File: src/rtl/cam_emu_pkg.sv
// Shared types and constants for the camera sensor emulator.
package cam_emu_pkg;

    typedef enum logic [2:0] {
        ST_IDLE   = 3'd0,
        ST_VSYNC  = 3'd1,
        ST_VBP    = 3'd2,
        ST_ACTIVE = 3'd3,
        ST_HBLANK = 3'd4
    } state_t;

    typedef enum logic [1:0] {
        MODE_COUNTER  = 2'd0,
        MODE_RAMP     = 2'd1,
        MODE_BARS     = 2'd2,
        MODE_LINE_TAG = 2'd3
    } mode_t;

    // Colour-bar levels, left to right, as the 8 MSBs of cam_data.
    localparam logic [7:0] BAR_LUT [8] = '{
        8'hFF, 8'hE0, 8'hC0, 8'hA0, 8'h80, 8'h60, 8'h40, 8'h20
    };

    function automatic int unsigned max2(input int unsigned a, input int unsigned b);
        return (a > b) ? a : b;
    endfunction

endpackage

File: src/rtl/cam_pattern_src.sv
// Next-value generator for cam_data; purely combinational.
module cam_pattern_src
    import cam_emu_pkg::*;
#(
    parameter int unsigned WIDTH  = 32,
    parameter int unsigned BPP    = 2,
    parameter int unsigned DATA_W = 8,
    parameter int unsigned CNT_W  = 7,
    parameter int unsigned LINE_W = 5
) (
    input  logic [1:0]        i_mode,
    input  logic [2:0]        i_state,
    input  logic [CNT_W-1:0]  i_byte_idx,
    input  logic [LINE_W-1:0] i_line_idx,
    input  logic [7:0]        i_frame_lsb,
    input  logic [DATA_W-1:0] i_data,
    output logic [DATA_W-1:0] o_data_c
);

    localparam int unsigned BAR_PIX = WIDTH / 8;

    logic        w_active;
    logic [31:0] w_pix;
    logic [2:0]  w_bar;

    assign w_active = (i_state == ST_ACTIVE);
    assign w_pix    = 32'(i_byte_idx) / BPP;
    assign w_bar    = 3'(w_pix / BAR_PIX);

    // Select the pattern value for the byte that the FSM is emitting next.
    always_comb begin
        o_data_c = '0;
        case (mode_t'(i_mode))
            MODE_COUNTER:  o_data_c = (i_state == ST_IDLE) ? i_data : i_data + DATA_W'(1);
            MODE_RAMP:     if (w_active) o_data_c = DATA_W'(i_byte_idx);
            MODE_BARS:     if (w_active) o_data_c = DATA_W'(BAR_LUT[w_bar]) << (DATA_W - 8);
            MODE_LINE_TAG: begin
                if (w_active) begin
                    if (i_byte_idx == '0)
                        o_data_c = DATA_W'(i_line_idx);
                    else if (i_byte_idx == CNT_W'(1))
                        o_data_c = DATA_W'(i_frame_lsb);
                    else
                        o_data_c = DATA_W'(i_byte_idx);
                end
            end
            default: o_data_c = '0;
        endcase
    end

endmodule

File: src/rtl/cam_pattern_gen.sv
// DVP-style camera emulator: frame timing FSM, counters and registered outputs.
module cam_pattern_gen
    import cam_emu_pkg::*;
#(
    parameter int unsigned WIDTH      = 32,
    parameter int unsigned HEIGHT     = 16,
    parameter int unsigned BPP        = 2,
    parameter int unsigned VSYNC_LEN  = 100,
    parameter int unsigned VBP_LEN    = 100,
    parameter int unsigned HBLANK_LEN = 10,
    parameter int unsigned DATA_W     = 8,
    parameter logic        VSYNC_POL  = 1'b1
) (
    input  logic              cam_pclk,
    input  logic              cam_rstn,
    input  logic              enable,
    input  logic [1:0]        mode,
    output logic              cam_vsync,
    output logic              cam_href,
    output logic [DATA_W-1:0] cam_data,
    output logic              frame_done,
    output logic [15:0]       frame_cnt
);

    localparam int unsigned LINE_BYTES = WIDTH * BPP;
    localparam int unsigned CNT_MAX    = max2(max2(VSYNC_LEN, VBP_LEN), max2(LINE_BYTES, HBLANK_LEN));
    localparam int unsigned CNT_W      = $clog2(CNT_MAX + 1);
    localparam int unsigned LINE_W     = $clog2(HEIGHT + 1);

    state_t              r_state;
    logic [CNT_W-1:0]    r_cnt;
    logic [LINE_W-1:0]   r_line;
    mode_t               r_mode;

    logic                r_vsync;
    logic                r_href;
    logic [DATA_W-1:0]   r_data;
    logic                r_frame_done;
    logic [15:0]         r_frame_cnt;

    logic [CNT_W-1:0]    w_last;
    logic                w_phase_end;
    logic                w_last_line;
    logic                w_frame_end;
    logic [DATA_W-1:0]   w_next_data;

    // Terminal count of the phase currently in progress.
    always_comb begin
        w_last = '0;
        case (r_state)
            ST_VSYNC:  w_last = CNT_W'(VSYNC_LEN - 1);
            ST_VBP:    w_last = CNT_W'(VBP_LEN - 1);
            ST_ACTIVE: w_last = CNT_W'(LINE_BYTES - 1);
            ST_HBLANK: w_last = CNT_W'(HBLANK_LEN - 1);
            default:   w_last = '0;
        endcase
    end

    assign w_phase_end = (r_cnt == w_last);
    assign w_last_line = (r_line == LINE_W'(HEIGHT - 1));
    assign w_frame_end = (r_state == ST_HBLANK) && w_phase_end && w_last_line;

    // Frame sequencing: phase counter, line counter and per-frame mode latch.
    always_ff @(posedge cam_pclk or negedge cam_rstn) begin
        if (!cam_rstn) begin
            r_state <= ST_IDLE;
            r_cnt   <= '0;
            r_line  <= '0;
            r_mode  <= MODE_COUNTER;
        end else begin
            case (r_state)
                ST_IDLE: begin
                    if (enable) begin
                        r_state <= ST_VSYNC;
                        r_cnt   <= '0;
                        r_line  <= '0;
                        r_mode  <= mode_t'(mode);
                    end
                end
                ST_VSYNC: begin
                    if (w_phase_end) begin
                        r_state <= ST_VBP;
                        r_cnt   <= '0;
                    end else begin
                        r_cnt <= r_cnt + CNT_W'(1);
                    end
                end
                ST_VBP: begin
                    if (w_phase_end) begin
                        r_state <= ST_ACTIVE;
                        r_cnt   <= '0;
                    end else begin
                        r_cnt <= r_cnt + CNT_W'(1);
                    end
                end
                ST_ACTIVE: begin
                    if (w_phase_end) begin
                        r_state <= ST_HBLANK;
                        r_cnt   <= '0;
                    end else begin
                        r_cnt <= r_cnt + CNT_W'(1);
                    end
                end
                ST_HBLANK: begin
                    if (w_phase_end) begin
                        r_cnt <= '0;
                        if (w_last_line) begin
                            r_line <= '0;
                            if (enable) begin
                                r_state <= ST_VSYNC;
                                r_mode  <= mode_t'(mode);
                            end else begin
                                r_state <= ST_IDLE;
                            end
                        end else begin
                            r_line  <= r_line + LINE_W'(1);
                            r_state <= ST_ACTIVE;
                        end
                    end else begin
                        r_cnt <= r_cnt + CNT_W'(1);
                    end
                end
                default: r_state <= ST_IDLE;
            endcase
        end
    end

    cam_pattern_src #(
        .WIDTH  (WIDTH),
        .BPP    (BPP),
        .DATA_W (DATA_W),
        .CNT_W  (CNT_W),
        .LINE_W (LINE_W)
    ) u_src (
        .i_mode      (r_mode),
        .i_state     (r_state),
        .i_byte_idx  (r_cnt),
        .i_line_idx  (r_line),
        .i_frame_lsb (r_frame_cnt[7:0]),
        .i_data      (r_data),
        .o_data_c    (w_next_data)
    );

    // Output stage: syncs, data and frame bookkeeping follow the FSM by one cycle.
    always_ff @(posedge cam_pclk or negedge cam_rstn) begin
        if (!cam_rstn) begin
            r_vsync      <= ~VSYNC_POL;
            r_href       <= 1'b0;
            r_data       <= '0;
            r_frame_done <= 1'b0;
            r_frame_cnt  <= '0;
        end else begin
            r_vsync      <= (r_state == ST_VSYNC) ? VSYNC_POL : ~VSYNC_POL;
            r_href       <= (r_state == ST_ACTIVE);
            r_data       <= w_next_data;
            r_frame_done <= w_frame_end;
            r_frame_cnt  <= r_frame_cnt + 16'(r_frame_done);
        end
    end

    assign cam_vsync  = r_vsync;
    assign cam_href   = r_href;
    assign cam_data   = r_data;
    assign frame_done = r_frame_done;
    assign frame_cnt  = r_frame_cnt;

endmodule

File: config.mk
export PLATFORM = sky130hd
export DESIGN_NAME = cam_pattern_gen
export DESIGN_NICKNAME = d
export VERILOG_FILES = /design/src/rtl/cam_emu_pkg.sv /design/src/rtl/cam_pattern_src.sv /design/src/rtl/cam_pattern_gen.sv
export SDC_FILE = /design/constraint.sdc
export NUM_CORES = 1
export LEC_CHECK = 0
export BUFFER_PORTS_ARGS = -buffer_cell sky130_fd_sc_hd__buf_4
export CAP_MARGIN = 25
export CELL_PAD_IN_SITES_DETAIL_PLACEMENT = 1
export CELL_PAD_IN_SITES_GLOBAL_PLACEMENT = 2
export CORE_MARGIN = 2
export CORE_UTILIZATION = 37
export CTS_CLUSTER_DIAMETER = 30
export DETAILED_ROUTE_END_ITERATION = 10
export GPL_ROUTABILITY_DRIVEN = 0
export PLACE_DENSITY_LB_ADDON = 0.1
export SYNTH_ARGS = -nofsm -noshare
export SYNTH_HDL_FRONTEND = slang
export SYNTH_HIERARCHICAL = 1
export SYNTH_SLANG_ARGS = --single-unit
export TNS_END_PERCENT = 10
File: constraint.sdc
create_clock -name cam_pclk -period 3.1 [get_ports cam_pclk]
set_clock_uncertainty 0.2 [all_clocks]
set_input_delay 0 -clock cam_pclk [delete_from_list [all_inputs] [get_ports cam_pclk]]
set_output_delay 0 -clock cam_pclk [all_outputs]
set_load 0.02 [all_outputs]
---- Word level (Yosys, flattened, before mapping) ----
Memory sizes are Yosys's and may differ from the RTL's.
Index checks and enable logic that the tools add are counted.
cells by class
  $add $sub $neg .......................... 4
  multipliers ............................. 0
  divide/modulo/power cells ............... 0
  $lt $le $gt $ge ......................... 1
  equal/unequal tests ..................... 17
  shifts and indexed selects .............. 0
  multiplexer cells ....................... 30
  bitwise logic cells ..................... 1
  reductions and logical operators ........ 13
operators by type and width
  kind                                                       count
  2-to-1 mux 8 bit                                           7
  case mux 8 bit (4 select lines)                            1
  2-to-1 mux 7 bit                                           3
  case mux 7 bit (3 select lines)                            1
  2-to-1 mux 3 bit                                           6
  adder 16 x 1 -> 16 bit                                     1
  2-to-1 mux 5 bit                                           3
  case mux 3 bit (5 select lines)                            1
  != test 2 bit (second input constant)                      7
  case mux 7 bit (2 select lines)                            1
  case mux 5 bit (2 select lines)                            1
  adder 8 x 1 -> 8 bit (second input constant)               1
  adder 7 x 1 -> 7 bit (second input constant)               1
  equality test 7 x 1 -> 1 bit (second input constant)       1
  equality test 7 bit                                        1
  logical NOT 7 bit                                          1
  equality test 3 x 2 -> 1 bit (second input constant)       2
  2-to-1 mux 2 bit                                           3
  AND reduction 3 bit                                        2
  adder 5 x 1 -> 5 bit (second input constant)               1
  equality test 5 x 4 -> 1 bit (second input constant)       1
  AND reduction 5 bit                                        1
  equality test 2 bit (second input constant)                2
  greater-or-equal comparator 4 bit (second input constant)  1
  13 further kinds                                           16
word-level totals
  register bits after elaboration ......... 44
  latch bits .............................. 0
  memory bits (writable) .................. 0
  ROM bits ................................ 64
  input port bits ......................... 5
  logic and storage cells ................. 76
  memories kept ........................... 1
memories
  memory           depth  width  rd ports  clocked after memory_dff  write ports  line                   text
  (no name shown)  8      8      1         0                         0            cam_pattern_src.sv:36  MODE_BARS: if (w_active) o_data_c = DATA_W'(BAR_LUT[w_bar]) << (DATA_W - 8);

---- Longest topological paths before layout ----
Gate-level depths: netlist (run 1).
  word-level depth ........................ 6
  gate-level depth with buffers ........... 8
  mapped depth without buffers ............ 6

---- Cells and area by module ----
The synthesis (run 1) kept the hierarchy.
by module, submodules not included
  module           instances  cells an instance  area an instance (µm²)  seq. area each (µm²)
  cam_pattern_gen  1          187                2097.0                  1101.1
  cam_pattern_src  1          91                 624.3                   0.0

---- Least setup slack after synthesis (run 1) ----
No wires, ideal clock.
  path kind ............................... reg-to-reg
  start ................................... reg r_state[1]
  end ..................................... reg r_line[0]
  setup time .............................. 0.125 ns
  arrival time ............................ 1.963 ns
  required time ........................... 2.775 ns
  setup slack ............................. 0.812 ns
  cell stages (with the launch flop) ...... 8
  period minus slack after synthesis ...... 2.288 ns
  cell sequence ........................... dfrtp_1 buf_2 or3b_4 nand2_4 xor2_4 nor3_2 a31oi_2 mux2_4
on the way
  cells in the longest elaborated chain, start to end .. 6
  elaborated cells on any way between the ends .. 13
RTL lines
  what                                                                                 line                    text
  start: declaration                                                                   cam_pattern_gen.sv:30   state_t r_state;
  start signal: assignment                                                             cam_pattern_gen.sv:66   r_state <= ST_IDLE;
  start signal: assignment                                                             cam_pattern_gen.sv:74   r_state <= ST_VSYNC;
  start signal: assignment                                                             cam_pattern_gen.sv:82   r_state <= ST_VBP;
  equality test 3 x 1 -> 1 bit / equality test 3 x 2 -> 1 bit (equally long branches)  cam_pattern_gen.sv:50   case (r_state)
  OR reduction 2 bit (no source line)                                                  -
  case mux 7 bit (3 select lines)                                                      cam_pattern_gen.sv:50
  equality test 7 bit                                                                  cam_pattern_gen.sv:59   assign w_phase_end = (r_cnt == w_last);
  != test 2 bit (no source line)                                                       -
  AND reduction 3 bit (no source line)                                                 -
  end signal: assignment                                                               cam_pattern_gen.sv:116  r_line <= r_line + LINE_W'(1);
  end: declaration                                                                     cam_pattern_gen.sv:32   logic [LINE_W-1:0] r_line;
Parallel ways exist; a longest one is shown, timed or not.
A chain may end at the register's enable or synchronous reset.

---- Worst setup path in the final report (run 1) ----
  start ................................... reg r_state[0]
  end ..................................... reg r_mode[1]
on the way
  cells in the longest elaborated chain, start to end .. 6
  elaborated cells on any way between the ends .. 13
RTL lines
  what                                                                                 line                    text
  equality test 3 x 1 -> 1 bit / equality test 3 x 2 -> 1 bit (equally long branches)  cam_pattern_gen.sv:50
  OR reduction 2 bit (no source line)                                                  -
  case mux 7 bit (3 select lines)                                                      cam_pattern_gen.sv:50
  equality test 7 bit                                                                  cam_pattern_gen.sv:59
  != test 2 bit (no source line)                                                       -
  AND reduction 3 bit (no source line)                                                 -
  end signal: assignment                                                               cam_pattern_gen.sv:77   r_mode <= mode_t'(mode);
  end signal: assignment                                                               cam_pattern_gen.sv:111  r_mode <= mode_t'(mode);
  end: declaration                                                                     cam_pattern_gen.sv:33   mode_t r_mode;
Parallel ways exist; a longest one is shown, timed or not.

==> results.py, run 1 <==
metrics = {
    "outcome": {
        "status": "complete, no violations",
    },
    "synth": {
        "synth_async_sr_flop_share_pct": 100,
        "synth_cells": 278,
        "synth_mux_area_share_pct": 2.94,
        "synthesis.area_mm2": 0.00272,
        "synth_cell_types": 66,
        "yosysWarnings": 6,
        "synth_edf_count": 0,
        "synthFlopType": "dfrtp_1",
        "synth_xor_area_share_pct": 8.41,
        "syn_nets": 291,
        "synth_top_family_by_area": "simple AND/OR/NAND/NOR gates",
        "synth-simple-area-share_pct": 21.6,
        "ys_ff_latch": 44,
        "synthAdderAreaFrac_pct": 3.68,
        "synth-compound-area-share_pct": 18.9,
        "seq_area_frac_synth_pct": 40.5,
        "syn_avg_cell_area_um2": 9.79,
    },
    "drt": {
        "ant_nets": 0,
        "totalWireLength_um": 6920,
        "vias_per_cell": 5.42,
        "dr.pass1.iters": 4,
        "drtIter0Drc": 118,
        "vias": 2223,
        "drcViolationCount": 0,
        "avgRoutedWirePerCell_um": 16.9,
    },
    "critical_path": {
        "rr_worst_depth": 6,
        "r2r_end": "r_mode[1]$_DFFE_PN0P_",
        "worst_path_largest_cell_delay_ns": 0.73,
        "startpoint_type": "flop",
        "critPathKind": "reg -> reg",
        "endpoint_kind": "flop",
        "cpMaxStageDelayCell": "dfrtp_1",
        "path_max_fanout": 20,
        "cp_data_required_time_ns": 3.08,
        "critical_path.cell_chain": "xnor2_1, a2111oi_4, o21ai_2, nor3_4, o2111ai_2, mux2_1",
        "r2r-start": "r_state[0]$_DFFE_PN0P_",
        "rrSetupSlack_ns": 0.52,
        "crit_arrival_ns": 2.56,
    },
    "sta": {
        "worst_pin_slew_ns": 0.712,
        "fmax_ghz": 0.388,
        "hold_viol_final": 0,
        "fin_crit_sh_pct": 83.2,
        "relSlewSlack_pct": 52.6,
        "finalSetupTns_ns": 0,
        "drv_slew": 0,
        "min_period_ns": 2.58,
        "finalSetupViolations": 0,
        "rsz0062_at_grt": "no",
    },
    "placement": {
        "portBuffers": 31,
        "dp.cells": 399,
        "dp_hpwl_um": 5060,
        "placed_area_mm2": 0.00304,
    },
    "final_layout": {
        "final_area_mm2": 0.00316,
        "final_cells": 410,
        "seqCellArea_mm2": 0.00110,
        "nets": 324,
        "area_growth_pct": 16.0,
        "multi_input_area_mm2": 0.00151,
        "fillers": 831,
        "drive_gt1_share_pct": 20.6,
        "antenna_cells": 0,
    },
    "clocking": {
        "cts_buffers": 5,
        "cts_tree": "yes",
        "clkLatencyLatePin_ns": 0.29,
        "cts_root_buf": "clkbuf_8",
        "clock_path_buffers": 2,
        "post_cts_buffers": 0,
        "cts.clk_slew.worst_paths_ns": 0.09,
        "cts_sinks": 44,
        "htree_levels": 2,
    },
    "die": {
        "dieArea_mm2": 0.00806,
        "core_area_mm2": 0.00718,
        "die_h_um": 89.8,
        "num_rows": 31,
        "initial_core_util_pct": 37.9,
        "die_w_um": 89.8,
        "ios": 32,
    },
    "power": {
        "netSwitchingPower_w": 0.000216,
        "seq_power_share_pct": 60.4,
        "combPwrFrac_pct": 2.3,
        "power.density_mw_per_mm2": 301,
        "peakVddDrop_v": 0.000171,
        "switching_share_pct": 22.8,
        "clkPwrFrac_pct": 37.4,
        "p_leak_nw": 1.33,
        "internal_power_w": 0.000734,
        "power_w": 0.000950,
    },
    "grt": {
        "grt_max_degree": 45,
        "grt_pass1_vias": 2147,
        "grt_first_pass_wirelength_um": 11400,
        "antenna_found_initial": 0,
        "grt_usage_pct": 17.5,
        "grt_overflow": 0,
    },
    "job": {
        "maxCapViolCount": 0,
    },
    "min_path": {
        "hold_path.class": "in -> async",
    },
}
stage by stage:
| stage | hold slack [ns] | setup slack [ns] | util (%) |
|---|---|---|---|
| 2_1_floorplan | -0.496 | 0.812 | - |
| 3_3_place_gp | -0.159 | 0.590 | 42.3 |
| 3_5_place_dp | -0.153 | 0.517 | 42.3 |
| 4_1_cts | 0.0701 | 0.486 | 44.0 |
| 5_1_grt | 0.0983 | 0.340 | 44.0 |
| 6_report | 0.0500 | 0.522 | 44.0 |
cell usage in the layout (no fill, tap or decap), types with 11 or more instances in the layout:
cell,netlist,layout
inv_1,12,12
nand2_1,19,19
nor2_1,15,15
nor3_1,12,12
xnor2_1,12,12
a21oi_1,11,11
dfrtp_1,44,44
xor2_1,11,11
nand3_1,16,16
buf_4,2,34
synthesized netlist by cell type (all sizes together), types with 4 or more instances:
library cell	number	share of area, %
dfrtp	44	40
nand2	20	3.0
nand3	16	2.9
nor2	16	2.3
nor3	15	3.8
inv	12	1.7
xnor2	12	3.9
xor2	12	4.6
a21oi	11	2.0
o21ai	11	2.3
ha	8	3.7
a31oi	6	1.6
and3	6	1.4
buf	6	1.5
clkbuf	6	0.83
nor2b	6	1.4
mux2	5	2.2
o21a	5	1.4
a22o	4	1.3
nand2b	4	0.92
nand4	4	0.92
o22ai	4	0.92
repair_timing:
item,in CTS,in global routing
gates resized for setup,0,0
setup endpoints to repair,0,0
hold endpoints to repair,48,0
hold buffers,4,0
flip-flops by register name, indices dropped and copies added, names as in the netlist:
signal      flops
frame_cnt      16
cam_data        8
r_cnt           7
r_line          5
r_state         3
r_mode          2
cam_href        1
cam_vsync       1
frame_done      1
per-layer routing:
metal	vias to the layer above	wire length (um)	part of all wire (%)	global-route usage [%]
met1	1093	3420	49	25.1
li1	1086	-	-	-
met5	-	0	0	0
met3	8	180	2.6	2.60
met4	0	98	1.4	6.15
met2	36	3220	47	27.0
cell families (layout without fill, tap and decap cells):
logic type | Yosys count | after routing
AO/OA/AOI/OAI | 67 | 67
XOR/XNOR | 24 | 24
adder cells (fa/ha/maj) | 8 | 8
buffers and inverters | 24 | 57
flip-flops | 44 | 44
multiplexers | 7 | 7
AND/OR/NAND/NOR | 104 | 104
worst max-delay path, delay by kind of cell (launching register included):
kind	cells	cell delay (ns)
flops	1	0.73
simple gates	1	0.29
xor+xnor	1	0.21
compound gates	3	0.69
mux	1	0.34
power by group through the flow:
stage	logic [W]	clock network [W]	registers (W)
6_report	0.0000217	0.000355	0.000573
5_1_grt	0.0000248	0.000386	0.000573
4_1_cts	0.0000230	0.000369	0.000573
3_5_place_dp	0.0000190	0	0.000585
3_3_place_gp	0.0000190	0	0.000585
2_1_floorplan	0.00000103	0	0.000585
cell type report:
| cell class | instances | share of cell area [%] |
|---|---|---|
| clock inverters | 2 | 0.396 |
| inverters | 12 | 1.43 |
| flip-flops and latches | 44 | 34.9 |
| clock buffers | 5 | 2.18 |
| repair buffers | 38 | 9.35 |
| well taps | 99 | 3.92 |
| multi-input cells | 210 | 47.9 |
worst max path at each step:
stage | to | cells past startpoint | slack (ns) | from
floorplan | r_line[0]$_DFFE_PN0P_ | 7 | 0.81 | r_state[1]$_DFFE_PN0P_
detailed placement | r_mode[1]$_DFFE_PN0P_ | 6 | 0.52 | r_state[0]$_DFFE_PN0P_
CTS | r_mode[1]$_DFFE_PN0P_ | 6 | 0.49 | r_state[0]$_DFFE_PN0P_
global placement | r_mode[1]$_DFFE_PN0P_ | 6 | 0.59 | r_state[0]$_DFFE_PN0P_
global route | r_cnt[5]$_DFFE_PN0P_ | 6 | 0.34 | r_state[0]$_DFFE_PN0P_
finish | r_mode[1]$_DFFE_PN0P_ | 6 | 0.52 | r_state[0]$_DFFE_PN0P_
(Power assumes the default switching activity.)
==> run 2: changes to the inputs <==
Clock period 3.1 ns to 2.6 ns, I/O delays scaled along.
==> results.py, run 2 (synthesized netlist as in run 1, its figures left out) <==
metrics = {
    "drt": {
        "vias": 2309,
        "ant_nets": 0,
        "vias_per_cell": 5.47,
        "totalWireLength_um": 7120,
        "dr.pass1.iters": 5,
        "avgRoutedWirePerCell_um": 16.9,
        "drtIter0Drc": 119,
        "drcViolationCount": 0,
    },
    "grt": {
        "grt_use_met1_pct": 23.8,
        "grt_pass1_vias": 2291,
        "grt_overflow": 0,
        "antenna_found_initial": 0,
        "grt_max_degree": 45,
        "gr-max-usage-layer": "met2",
        "met3_usage_pct": 3.52,
        "grt_first_pass_wirelength_um": 11900,
        "grt_usage_pct": 18.0,
        "grt_util_met2_pct": 30.7,
    },
    "final_layout": {
        "nets": 335,
        "final_common_cell": "buf_4",
        "final_area_mm2": 0.00326,
        "drive_gt1_share_pct": 23.5,
        "final_cell_mix": "45 x buf_4, 44 x dfrtp_1, 19 x nand2_1",
        "fillers": 835,
        "antenna_cells": 0,
        "area_growth_pct": 19.7,
        "largest_register_ffs": 16,
    },
    "power": {
        "p_leak_nw": 1.39,
        "power.density_mw_per_mm2": 361,
        "netSwitchingPower_w": 0.000270,
        "seq_power_share_pct": 58.1,
        "peakVddDrop_v": 0.000167,
        "combPwrFrac_pct": 2.2,
        "switching_share_pct": 22.9,
        "internal_power_w": 0.000908,
        "clkPwrFrac_pct": 39.8,
    },
    "sta": {
        "relSlewSlack_pct": 59.5,
        "worst_slack_ns": 0.271,
        "finalSetupViolations": 0,
        "min_period_ns": 2.33,
        "rsz0062_at_grt": "no",
        "hold_viol_final": 0,
        "whs_ns": 0.0341,
        "finalSetupTns_ns": 0,
        "drv_slew": 0,
        "fmax_ghz": 0.429,
        "worst_pin_slew_ns": 0.602,
        "fin_crit_sh_pct": 89.6,
    },
    "die": {
        "die_h_um": 89.8,
        "core_area_mm2": 0.00718,
        "ios": 32,
        "initial_core_util_pct": 37.9,
        "dieArea_mm2": 0.00806,
        "num_rows": 31,
        "die_w_um": 89.8,
    },
    "critical_path": {
        "path_max_fanout": 9,
        "critPathKind": "reg -> reg",
        "cp_data_required_time_ns": 2.59,
        "crit_arrival_ns": 2.32,
        "endpoint_kind": "flop",
        "startpoint_type": "flop",
        "rr_worst_depth": 6,
    },
    "clocking": {
        "cts_buffers": 5,
        "cts.clk_slew.worst_paths_ns": 0.09,
        "cts_sinks": 44,
        "cts_tree": "yes",
        "clock_path_buffers": 2,
        "cts_root_buf": "clkbuf_8",
        "htree_levels": 2,
        "clkLatencyLatePin_ns": 0.30,
    },
    "placement": {
        "placed_area_mm2": 0.00312,
        "portBuffers": 31,
        "dp_hpwl_um": 5340,
        "post-place-ws_ns": 0.270,
    },
    "job": {
        "maxCapViolCount": 0,
    },
    "min_path": {
        "hold_path.class": "in -> async",
    },
    "outcome": {
        "status": "complete, no violations",
    },
}
-- run 2: changes by cell type in the layout (fill, tap and decap cells not counted) --
cell	delta
clkbuf_8	+1
clkinvlp_4	+1
clkinv_2	-1
buf_4	+11
-- run 2: cell type report --
class | instances | area, um^2 | area share [%]
clock buffer | 6 | 82.6 | 2.54
multi-input combinational | 210 | 1510 | 46.4
inverter | 12 | 45.0 | 1.38
timing repair buffer | 49 | 378 | 11.6
sequential | 44 | 1100 | 33.8
tap | 99 | 124 | 3.80
clock inverter | 2 | 15.0 | 0.461
-- run 2: power by group through the flow --
stage          registers, W   logic (W)  clock network, W
2_1_floorplan      0.000697  0.00000123                 0
3_3_place_gp       0.000697   0.0000225                 0
3_5_place_dp       0.000697   0.0000226                 0
4_1_cts            0.000684   0.0000274          0.000494
5_1_grt            0.000684   0.0000295          0.000506
6_report           0.000684   0.0000256          0.000468
-- run 2: layer usage --
metal  wire [um]  vias up
met5           0        -
met4          65        0
met3         224        6
met2        3500       39
met1        3330     1153
li1            -     1111
-- run 2: what timing repair did --
action,CTS,global route
gates resized for setup,0,0
hold endpoints to repair,47,0
hold buffers,4,0
buffers inserted,0,0
-- run 2: stage by stage --
stage          util [%]  power [W]  instances
5_1_grt            45.4    0.00122        422
2_1_floorplan         -   0.000699        278
4_1_cts            45.4    0.00121        422
3_5_place_dp       43.5   0.000720        410
3_3_place_gp       43.5   0.000720        410
6_report           45.4    0.00118        422
-- run 2: worst paths after layout --
kind | start | endpoint | slack, ns
max | r_state[1]$_DFFE_PN0P_ | r_line[0]$_DFFE_PN0P_ | 0.27
min | cam_rstn | frame_cnt[13]$_DFF_PN0_ | 0.03
max reg2reg | r_state[1]$_DFFE_PN0P_ | r_line[0]$_DFFE_PN0P_ | 0.27
min reg2reg | frame_cnt[15]$_DFF_PN0_ | frame_cnt[15]$_DFF_PN0_ | 0.27
max in group asynchronous | cam_rstn | cam_data[0]$_DFF_PN0_ | 1.76
min in group cam_pclk | mode[0] | r_mode[0]$_DFFE_PN0P_ | 0.26
-- run 2: critical path: stages (launching register included) --
cell and delay [ns]:
dfrtp_1 0.49, or3b_4 0.48, nand2_4 0.11, xor2_4 0.20, nor3_2 0.10, a31oi_2 0.31, mux2_4 0.33
==> run 3: changes to the inputs <==
Settings changed: MAX_ROUTING_LAYER set to met4, REMOVE_ABC_BUFFERS set to 1.
==> results.py, run 3 (synthesized netlist as in run 1, its figures left out) <==
metrics = {
    "outcome": {
        "status": "complete, no violations",
    },
    "final_layout": {
        "nets": 335,
        "final_common_cell": "buf_4",
        "final_cell_mix": "45 x buf_4, 44 x dfrtp_1, 19 x nand2_1",
        "fillers": 837,
        "antenna_cells": 0,
        "drive_gt1_share_pct": 23.5,
        "area_growth_pct": 20.6,
        "largest_register_ffs": 16,
    },
    "critical_path": {
        "crit_arrival_ns": 2.39,
        "critPathKind": "reg -> reg",
        "startpoint_type": "flop",
        "r2r-start": "r_state[0]$_DFFE_PN0P_",
        "critical_path.cell_chain": "xnor2_1, a2111oi_4, o211ai_1, nor3_2, a31oi_2, mux2_4",
        "critPathTopFamily": "compound AO/OA/AOI/OAI gates",
        "rr_worst_depth": 6,
        "endpoint_kind": "flop",
        "path_buf_inv": 0,
        "r2r_end": "r_line[0]$_DFFE_PN0P_",
        "rrSetupSlack_ns": 0.21,
        "cpMaxStageDelayCell": "dfrtp_1",
        "path_max_fanout": 12,
        "worst_path_largest_cell_delay_ns": 0.59,
        "cp_data_required_time_ns": 2.59,
    },
    "sta": {
        "worst_pin_slew_ns": 0.578,
        "relSlewSlack_pct": 61.5,
        "fin_crit_sh_pct": 92.0,
        "whs_ns": 0.0270,
        "fmax_ghz": 0.418,
        "min_period_ns": 2.39,
        "finalSetupTns_ns": 0,
        "hold_viol_final": 0,
        "rsz0062_at_grt": "no",
        "drv_slew": 0,
        "finalSetupViolations": 0,
    },
    "die": {
        "die_w_um": 89.8,
        "die_h_um": 89.8,
        "num_rows": 31,
        "initial_core_util_pct": 37.9,
        "core_area_mm2": 0.00718,
        "ios": 32,
        "dieArea_mm2": 0.00806,
    },
    "grt": {
        "grt_overflow": 0,
        "grt_max_degree": 45,
        "grt_usage_pct": 19.4,
        "antenna_found_initial": 0,
        "grt_first_pass_wirelength_um": 12400,
        "grt_pass1_vias": 2370,
    },
    "drt": {
        "vias_per_cell": 5.37,
        "avgRoutedWirePerCell_um": 16.9,
        "vias": 2265,
        "wl_met2_um": 3440,
        "totalWireLength_um": 7130,
        "wl_met1_um": 3340,
        "wl_met3_um": 208,
        "dr.pass1.iters": 4,
        "ant_nets": 0,
        "drcViolationCount": 0,
        "drtIter0Drc": 81,
        "routed.top_layer": "met4",
    },
    "job": {
        "maxCapViolCount": 0,
    },
    "clocking": {
        "cts_buffers": 5,
        "cts_tree": "yes",
        "clock_path_buffers": 2,
        "cts.clk_slew.worst_paths_ns": 0.09,
        "cts_sinks": 44,
        "htree_levels": 2,
        "cts_root_buf": "clkbuf_8",
        "clkLatencyLatePin_ns": 0.31,
        "cts_resized": 0,
    },
    "min_path": {
        "hold_path.class": "in -> async",
    },
    "placement": {
        "portBuffers": 31,
        "dp_hpwl_um": 5290,
    },
    "power": {
        "power.density_mw_per_mm2": 387,
        "peakVddDrop_v": 0.000216,
        "p_leak_nw": 1.41,
    },
}
[run 3: cell types whose count changed in the layout (fill, tap and decap cells not counted)]
cell	delta
clkinv_4	+1
bufinv_16	+1
clkinvlp_4	-2
[run 3: how the worst max path moves through the flow]
stage	cells past startpoint	start	to	slack [ns]
after detailed placement	6	r_state[0]$_DFFE_PN0P_	r_line[0]$_DFFE_PN0P_	0.22
after global placement	7	r_state[0]$_DFFE_PN0P_	r_line[0]$_DFFE_PN0P_	0.29
after global routing	6	r_state[0]$_DFFE_PN0P_	r_line[0]$_DFFE_PN0P_	0.09
after floorplan	6	r_state[2]$_DFFE_PN0P_	r_mode[1]$_DFFE_PN0P_	0.12
after CTS	6	r_state[0]$_DFFE_PN0P_	r_line[0]$_DFFE_PN0P_	0.20
final	6	r_state[0]$_DFFE_PN0P_	r_line[0]$_DFFE_PN0P_	0.21
[run 3: layout make-up]
cell class	instances	area (um^2)	share of cell area [%]
multi-input combinational	210	1510	46.1
tap	99	124	3.78
inverter	12	45.0	1.37
clock inverter	2	38.8	1.18
timing repair buffer	49	378	11.5
clock buffer	6	82.6	2.52
sequential	44	1100	33.6
[run 3: power breakdown]
part | internal [W] | total (W) | switching (W)
logic | 0.00000856 | 0.0000257 | 0.0000171
clock network | 0.000314 | 0.000561 | 0.000247
registers | 0.000684 | 0.000684 | 0
total | 0.00101 | 0.00127 | 0.000264
[run 3: per-layer routing]
layer / vias up / global-route usage [%]
li1: 1104 / -
met1: 1115 / 24.6
met2: 35 / 31.9
met3: 11 / 3.69
met4: 0 / 5.77
met5: - / -
[run 3: stage by stage]
| stage | power [W] | std cells | util, % | instance area, um^2 | setup slack [ns] |
|---|---|---|---|---|---|
| 2_1_floorplan | 0.000699 | 266 | - | 2660 | 0.116 |
| 3_3_place_gp | 0.000720 | 410 | 43.5 | 3120 | 0.286 |
| 3_5_place_dp | 0.000720 | 410 | 43.5 | 3120 | 0.219 |
| 4_1_cts | 0.00129 | 422 | 45.7 | 3280 | 0.202 |
| 5_1_grt | 0.00132 | 422 | 45.7 | 3280 | 0.0924 |
| 6_report | 0.00127 | 422 | 45.7 | 3280 | 0.209 |
[run 3: timing repair]
item / in CTS / in global routing
setup buffers: 0 / 0
hold buffers: 4 / 0
hold endpoints to repair: 48 / 0
setup endpoints to repair: 0 / 0
